[src/rtl/lbus_initiator_if.sv]
// Command/response stream and local-bus signals of the local-bus initiator.
// Both streams use valid/ready: a beat transfers on a rising edge where valid & ready are both 1; valid, once raised, holds its payload stable until that edge.
interface lbus_initiator_if #(
   parameter int AWIDTH = 8,
   parameter int XLEN   = 32
);
   logic              cmd_valid;
   logic              cmd_ready;
   logic              cmd_write;
   logic [1:0]        cmd_size;
   logic [AWIDTH-1:0] cmd_addr;
   logic [XLEN-1:0]   cmd_wdata;

   logic              rsp_valid;
   logic              rsp_ready;
   logic [XLEN-1:0]   rsp_rdata;
   logic              rsp_err;

   logic              sel;
   logic [AWIDTH-1:0] addr;
   logic [2:0]        we;
   logic [XLEN-1:0]   wdata;
   logic [XLEN-1:0]   rdata;

   modport master (
      input  cmd_valid, cmd_write, cmd_size, cmd_addr, cmd_wdata, rsp_ready, rdata,
      output cmd_ready, rsp_valid, rsp_rdata, rsp_err, sel, addr, we, wdata
   );

   modport slave (
      output cmd_valid, cmd_write, cmd_size, cmd_addr, cmd_wdata, rsp_ready, rdata,
      input  cmd_ready, rsp_valid, rsp_rdata, rsp_err, sel, addr, we, wdata
   );
endinterface

[src/rtl/lbus_initiator.sv]
// Local-bus initiator: one command -> one single-cycle bus access -> one response.
// Bus outputs are registered; the registered bus fields double as the stored command.
module lbus_initiator #(
   parameter int AWIDTH = 8,
   parameter int XLEN   = 32
) (
   input  logic               clk,
   input  logic               rst,
   lbus_initiator_if.master   bus,
   output logic [1:0]         dbg_state
);

   typedef enum logic [1:0] {
      S_IDLE   = 2'd0,
      S_ACCESS = 2'd1,
      S_RESP   = 2'd2
   } state_e;

   state_e            state, state_d;
   logic              sel_q, sel_d;
   logic [AWIDTH-1:0] addr_q, addr_d;
   logic [2:0]        we_q, we_d;
   logic [XLEN-1:0]   wdata_q, wdata_d;
   logic              rsp_valid_q, rsp_valid_d;
   logic [XLEN-1:0]   rsp_rdata_q, rsp_rdata_d;
   logic              rsp_err_q, rsp_err_d;

   logic              cmd_legal;
   logic [XLEN-1:0]   wdata_masked;
   logic [XLEN-1:0]   rdata_shifted;
   logic [XLEN-1:0]   rdata_extracted;

   always_comb begin
      unique case (bus.cmd_size)
         2'b00:   cmd_legal = 1'b1;
         2'b01:   cmd_legal = ~bus.cmd_addr[0];
         2'b10:   cmd_legal = (bus.cmd_addr[1:0] == 2'b00);
         default: cmd_legal = 1'b0;
      endcase
   end

   // Clearing bits above the access size keeps unaccessed lanes at zero.
   always_comb begin
      unique case (bus.cmd_size)
         2'b00:   wdata_masked = {{(XLEN-8){1'b0}}, bus.cmd_wdata[7:0]};
         2'b01:   wdata_masked = {{(XLEN-16){1'b0}}, bus.cmd_wdata[15:0]};
         default: wdata_masked = bus.cmd_wdata;
      endcase
   end

   assign rdata_shifted = bus.rdata >> {addr_q[1:0], 3'b000};

   always_comb begin
      unique case (we_q[1:0])
         2'b00:   rdata_extracted = {{(XLEN-8){1'b0}}, rdata_shifted[7:0]};
         2'b01:   rdata_extracted = {{(XLEN-16){1'b0}}, rdata_shifted[15:0]};
         default: rdata_extracted = bus.rdata;
      endcase
   end

   always_comb begin
      state_d     = state;
      sel_d       = 1'b0;
      addr_d      = '0;
      we_d        = 3'b000;
      wdata_d     = '0;
      rsp_valid_d = rsp_valid_q;
      rsp_rdata_d = rsp_rdata_q;
      rsp_err_d   = rsp_err_q;

      unique case (state)
         S_IDLE: begin
            if (bus.cmd_valid) begin
               state_d = S_ACCESS;
               if (cmd_legal) begin
                  sel_d   = 1'b1;
                  addr_d  = bus.cmd_addr;
                  we_d    = {bus.cmd_write, bus.cmd_size};
                  wdata_d = wdata_masked << {bus.cmd_addr[1:0], 3'b000};
               end
            end
         end
         S_ACCESS: begin
            // An illegal command never raised sel, so sel_q is the legality flag here.
            state_d     = S_RESP;
            rsp_valid_d = 1'b1;
            rsp_err_d   = ~sel_q;
            rsp_rdata_d = (sel_q && !we_q[2]) ? rdata_extracted : '0;
         end
         S_RESP: begin
            if (bus.rsp_ready) begin
               state_d     = S_IDLE;
               rsp_valid_d = 1'b0;
               rsp_rdata_d = '0;
               rsp_err_d   = 1'b0;
            end
         end
         default: state_d = S_IDLE;
      endcase
   end

   always_ff @(posedge clk) begin
      if (rst) begin
         state       <= S_IDLE;
         sel_q       <= 1'b0;
         addr_q      <= '0;
         we_q        <= 3'b000;
         wdata_q     <= '0;
         rsp_valid_q <= 1'b0;
         rsp_rdata_q <= '0;
         rsp_err_q   <= 1'b0;
      end else begin
         state       <= state_d;
         sel_q       <= sel_d;
         addr_q      <= addr_d;
         we_q        <= we_d;
         wdata_q     <= wdata_d;
         rsp_valid_q <= rsp_valid_d;
         rsp_rdata_q <= rsp_rdata_d;
         rsp_err_q   <= rsp_err_d;
      end
   end

   assign bus.cmd_ready = (state == S_IDLE) && !rst;
   assign bus.sel       = sel_q;
   assign bus.addr      = addr_q;
   assign bus.we        = we_q;
   assign bus.wdata     = wdata_q;
   assign bus.rsp_valid = rsp_valid_q;
   assign bus.rsp_rdata = rsp_rdata_q;
   assign bus.rsp_err   = rsp_err_q;
   assign dbg_state     = state;

endmodule

[src/flat_wrapper.sv]
// flat-port wrapper written by rule: the top's interface ports become plain ports
module lbus_initiator_flat 
#(
   parameter int AWIDTH = 8,
   parameter int XLEN   = 32
)
  (clk, rst, dbg_state, bus_cmd_valid, bus_cmd_write, bus_cmd_size, bus_cmd_addr, bus_cmd_wdata, bus_rsp_ready, bus_rdata, bus_cmd_ready, bus_rsp_valid, bus_rsp_rdata, bus_rsp_err, bus_sel, bus_addr, bus_we, bus_wdata);
  lbus_initiator_if #(.AWIDTH(AWIDTH), .XLEN(XLEN)) bus_i ();
  input  logic clk;
  input  logic rst;
  output logic [1:0] dbg_state;
  input wire logic [$bits(bus_i.cmd_valid)-1:0] bus_cmd_valid;
  input wire logic [$bits(bus_i.cmd_write)-1:0] bus_cmd_write;
  input wire logic [$bits(bus_i.cmd_size)-1:0] bus_cmd_size;
  input wire logic [$bits(bus_i.cmd_addr)-1:0] bus_cmd_addr;
  input wire logic [$bits(bus_i.cmd_wdata)-1:0] bus_cmd_wdata;
  input wire logic [$bits(bus_i.rsp_ready)-1:0] bus_rsp_ready;
  input wire logic [$bits(bus_i.rdata)-1:0] bus_rdata;
  output wire logic [$bits(bus_i.cmd_ready)-1:0] bus_cmd_ready;
  output wire logic [$bits(bus_i.rsp_valid)-1:0] bus_rsp_valid;
  output wire logic [$bits(bus_i.rsp_rdata)-1:0] bus_rsp_rdata;
  output wire logic [$bits(bus_i.rsp_err)-1:0] bus_rsp_err;
  output wire logic [$bits(bus_i.sel)-1:0] bus_sel;
  output wire logic [$bits(bus_i.addr)-1:0] bus_addr;
  output wire logic [$bits(bus_i.we)-1:0] bus_we;
  output wire logic [$bits(bus_i.wdata)-1:0] bus_wdata;
  assign bus_i.cmd_valid = bus_cmd_valid;
  assign bus_i.cmd_write = bus_cmd_write;
  assign bus_i.cmd_size = bus_cmd_size;
  assign bus_i.cmd_addr = bus_cmd_addr;
  assign bus_i.cmd_wdata = bus_cmd_wdata;
  assign bus_i.rsp_ready = bus_rsp_ready;
  assign bus_i.rdata = bus_rdata;
  assign bus_cmd_ready = bus_i.cmd_ready;
  assign bus_rsp_valid = bus_i.rsp_valid;
  assign bus_rsp_rdata = bus_i.rsp_rdata;
  assign bus_rsp_err = bus_i.rsp_err;
  assign bus_sel = bus_i.sel;
  assign bus_addr = bus_i.addr;
  assign bus_we = bus_i.we;
  assign bus_wdata = bus_i.wdata;
  lbus_initiator #(.AWIDTH(AWIDTH), .XLEN(XLEN)) u_core (.clk(clk), .rst(rst), .bus(bus_i), .dbg_state(dbg_state));
endmodule
[config.mk]
export PLATFORM = sky130hd
export DESIGN_NAME = lbus_initiator_flat
export DESIGN_NICKNAME = d
export VERILOG_FILES = /design/src/rtl/lbus_initiator_if.sv /design/src/rtl/lbus_initiator.sv /design/src/flat_wrapper.sv
export SDC_FILE = /design/constraint.sdc
export NUM_CORES = 1
export LEC_CHECK = 0
export ABC_CLOCK_PERIOD_IN_PS = 1400
export CORE_AREA = 2 2 112 92
export DETAILED_ROUTE_END_ITERATION = 6
export DIE_AREA = 0 0 114 94
export GPL_ROUTABILITY_DRIVEN = 0
export PLACE_DENSITY = 0.72
export SLEW_MARGIN = 10
export SYNTH_ARGS = -nofsm -noshare
export SYNTH_HDL_FRONTEND = slang
export SYNTH_SLANG_ARGS = --single-unit
export TNS_END_PERCENT = 10
[constraint.sdc]
create_clock -name clk -period 1.4 [get_ports clk]
set_input_delay 0.14 -clock clk [delete_from_list [all_inputs] [get_ports clk]]
set_output_delay 0.14 -clock clk [all_outputs]
set_load 0.02 [all_outputs]
==> Yosys cells after proc, flatten, opt, wreduce, memory -nomap -nowiden <==
Cells that the tools add are included.
{ "classes": {"n_bitwise": 5, "shifts": 2, "muxes": 13, "eq_ne": 7, "reduce_logical": 13} }
{ "ops": {"columns": ["operator", "n"], "rows": [
  ["$pmux 32 s2", 3],
  ["$mux 32", 2],
  ["$shl 32x5->32", 1],
  ["$shr 32x5->16", 1],
  ["$logic_not 2->1", 4],
  ["$eq 2x1->1 const B", 3],
  ["$pmux 2 s3", 1],
  ["$not 1->1", 5],
  ["$eq 2x2->1 const B", 2],
  ["$mux 2", 2],
  ["$ne 2x2->1 const B", 2],
  ["$pmux 1 s2", 2],
  ["$reduce_and 2->1", 2],
  ["$reduce_or 4->1", 1],
  ["$pmux 1 s3", 1],
  ["$reduce_or 3->1", 1],
  ["$logic_and 1x1->1", 2],
  ["$logic_not 1->1", 2],
  ["$mux 1", 2],
  ["$reduce_bool 2->1", 1]
]} }
{ "totals": {"input_bits": 79, "regBits": 80} }

==> Logic depth before layout (Yosys ltp) <==
{ "logic_depth": {"ltp_word": 4, "depth_mapped": 7, "mapped_depth_nobuf": 5} }

==> Least setup slack after synthesis <==
Ideal clock, no wire load.
{ "synth_timing": {"kind": "register -> register", "startpoint": "reg u_core.state[1], in the netlist u_core.dbg_state[1]", "endpoint": "reg u_core.wdata_q[16], in the netlist u_core.bus.wdata[16]", "path_stages_with_launch": 6, "required_ps": 1314, "arrival_time_ps": 1593, "setup_time_ps": 86, "slack_ps": -279, "path_cell_list": "dfxtp_1 > nor3_1 > and2_2 > nand2_4 > buf_6 > a211oi_1"} }
{ "synth_between": {"elab_chain_len": 3} }
{ "synth_lines": {"columns": ["item", "line_no", "source"], "rows": [
  ["from (decl)", "lbus_initiator.sv:19", "state_e state, state_d;"],
  ["from (signal assigned)", "lbus_initiator.sv:113", "state <= state_d;"],
  ["$logic_not 2->1", "lbus_initiator.sv:71", "unique case (state)"],
  ["$not 1->1 (no line)", null, null],
  ["$reduce_or 4->1 (no line)", null, null],
  ["to (signal assigned)", "lbus_initiator.sv:117", "wdata_q <= wdata_d;"],
  ["to (decl)", "lbus_initiator.sv:23", "logic [XLEN-1:0] wdata_q, wdata_d;"]
]} }
Every way passes these cells.
A chain may end at the register's enable or synchronous reset.

==> Final worst setup path <==
{ "layout_timing": {"startpoint": "reg u_core.wdata_q[0], in the netlist u_core.bus.wdata[0]", "endpoint": "out bus_wdata[0]"} }
{ "layout_lines": {"columns": ["item", "line_no", "source"], "rows": [
  ["to (decl)", "flat_wrapper.sv:26", "output wire logic [$bits(bus_i.wdata)-1:0] bus_wdata;"]
]} }
No word-level cell between the ends.

==> impl_results.md <==
* Status: finished, final reports clean
* Syn nets at 480
* Clk root buf: clkbuf_16
* CP delay by family, top: buffers and inverters
* Overall routing resource usage at a little under a quarter
* Die Y at 94 µm
* Commonest cells after routing, fill and taps aside: clkdlybuf4s50_1, dfxtp_1, dlygate4sd2_1
* Worst VDD drop at about 0.00073 V
* CP max FO at 1
* Final Hold Slack at around 0.38 ns
* Number of synthesized flops with an enable pin at 0
* Critical-path cell list: clkdlybuf4s50_1
* Initial DRC Count at around 230
* Worst r2r src: u_core.dbg_state[1]
* Max cap viols at 0
* FMAX at about 730 MHz
* Min Tclk post-route at roughly 1.4 ns
* Wire per inst at ~17 µm
* CTS tree: yes
* Relative slew slack at around three quarters
* HPWL after detailed placement at approximately 9.3 mm
* R2R Setup Slk at 0.05 ns
* H-tree levels at 3
* Clock Skew at around 0.0061 ns
* Hold-critical path depth at 2
* Warnings from Yosys at 0
* FF/Latch Area at about 0.0016 mm²
* Startpoint types: flip-flop
* Setup TNS at 0 ns
* ANT nets after route at 0
* Fin nets at ~660
* Vias in the first global route at ~3,600
* CP max stage cell: clkdlybuf4s50_1
* Kind of critical path: flip-flop to primary output
* Boundary Pins at 160
* Clk Latency, worst-skew pair at roughly 0.32 ns
* N_diodes at 0
* FFs w/ async S/R, synth at 0%
* Area of the multi-input gates at 0.00174 mm²
* # port buffers at 159
* Period utilization at between 90 and 100%
* Sink Count at 80
* Largest cells by area after synthesis: dfxtp_1, nor2_1, o21ai_0
* Syn Std Cell Area at around 0.0035 mm²
* Worst reg2reg path endpoint: u_core.bus.rsp_err
* CP peak stage delay at 0.60 ns
* Hold Path Class: input port to flip-flop
* Top-area cell type share of the netlist area at a little under half
* Worst EP required at between 1 and 1.5 ns
* Initial antenna violation count at 0
* WP data arrival at roughly 1.2 ns
* Post-Syn Instances at 401
* Pin count of the biggest net entering global routing at 21
* Area leader, netlist: dfxtp_1
* Buf/Inv on CP at 1
* CTS clk-pin slew, worst paths at approximately 0.06 ns
* Most common library cell in the layout ignoring fill and taps: clkdlybuf4s50_1
* Die ar. at 0.0107 mm²
* Filler cells at about 830
* Design Power at 6030 µW
* Initial core utilization at between 30% and 40%
* Critical path endpoint category: primary output
* Max-slew violation count at 0
* Yosys cell types at 39
* Global-route wire length before repair at about 19 mm
* Leakage Power at 0.00281 µW
* Grt ovf at 0
* Longest Clk Path Bufs at 2
* Via density per instance at 5.17
* HP Start: bus_cmd_addr[5]
* Share of cells above drive strength 1 at between 15 and 20%
* CTS buffer count at 9
* Final Hold Vio Count at 0
* Syn Area/Cell at between 8 and 9 µm²
* Routed vias at between 3,000 and 4,000
* Core ar. at ~0.0095 mm²
* Hold-fix buffers at CTS at 0
* Post-synthesis register bit count at 80
* Power per cell area at approximately 1000 mW/mm²
* Reg2reg path depth at 5
* Final design utilization at 61.5%
* Final Setup Violations at 0
* Final WL at between 10 and 15 mm
* Drt drc at 0
* Worst-Margin Slew at slightly below 0.4 ns
* Hold EP: u_core.bus.addr[5]
* Synth-to-layout area growth at 68.5%
* Top_reg_cell synth: dfxtp_1
* Chip width at between 100 and 150 µm
* RSZ-0062 raised after global routing: true
* Post-synthesis sequential area ratio at roughly 46%
* Rows at 32
* First-pass DRT Iterations at 5
## metal layers
| layer | vias up | wire length (µm) | track usage (%) | share of wire [%] |
|---|---|---|---|---|
| met5 | - | 0 | 0 | 0 |
| met4 | 0 | 302 | 9.65 | 2.5 |
| met3 | 21 | 786 | 5.94 | 6.5 |
| met2 | 127 | 5920 | 36.7 | 49 |
| met1 | 1724 | 5150 | 28.3 | 42 |
| li1 | 1788 | - | - | - |
## registers in the layout (all words and copies together) (netlist names)
register / count
u_core.dbg_state: 2
u_core.bus.rsp_err: 1
u_core.bus.wdata: 32
u_core.bus.addr: 8
u_core.bus.we: 3
u_core.bus.sel: 1
u_core.bus.rsp_valid: 1
u_core.bus.rsp_rdata: 32
## cells in the mapped netlist (9+ instances only)
cell and count:
nor3b_1 9, o21ai_0 36, and3_1 18, nand2_1 48
a32o_1 17, buf_2 11, clkbuf_1 13, dfxtp_1 80
nor2_1 61, a22oi_1 24, o211ai_1 15
## report_power, final
| group | internal [µW] | leakage, µW | switching [µW] |
|---|---|---|---|
| logic | 468 | 0.00199 | 422 |
| registers | 2310 | 0.000649 | 23.7 |
| clock network | 1910 | 0.000171 | 892 |
| total | 4690 | 0.00281 | 1340 |
## cell type report
| class | count | area share, % |
|---|---|---|
| clock buffers | 9 | 3.85 |
| repair buffers | 207 | 33.6 |
| flip-flops and latches | 80 | 27.5 |
| well taps | 119 | 2.54 |
| clock inverters | 6 | 2.26 |
| multi-input cells | 278 | 29.6 |
| inverters | 9 | 0.641 |
## worst max-delay path by stage
stage / start / endpoint / cells after the start
after detailed placement: bus_cmd_size[0] / u_core.bus.wdata[5] / 6
after CTS: u_core.bus.wdata[12] / bus_wdata[12] / 1
final: u_core.bus.wdata[0] / bus_wdata[0] / 1
after global placement: bus_cmd_size[0] / u_core.bus.wdata[17] / 5
after floorplan: u_core.bus.we[1] / u_core.bus.rsp_rdata[10] / 5
after global routing: u_core.dbg_state[0] / u_core.bus.rsp_rdata[5] / 5
## stage by stage
stage / instances / area [µm²] / setup WS [ns]
floorplan: 401 / 3490 / -0.0381
global placement: 690 / 5420 / -0.196
detailed placement: 690 / 5420 / -0.279
CTS: 705 / 5710 / 0.00169
global route: 708 / 5860 / -0.0327
finish: 708 / 5860 / 0.0273
## cell families after synthesis
group,synth area share [%]
compound gates,21.3
buf+inv,6.73
flops,46.1
mux,4.90
simple gates,21.0
## repair_timing
item,4_1_cts,5_1_grt
setup endpoints to repair,90,63
pin swaps,0,3
setup buffers,0,3
gates resized for setup,72,37
Note: power is estimated with default switching activity, not from simulation.
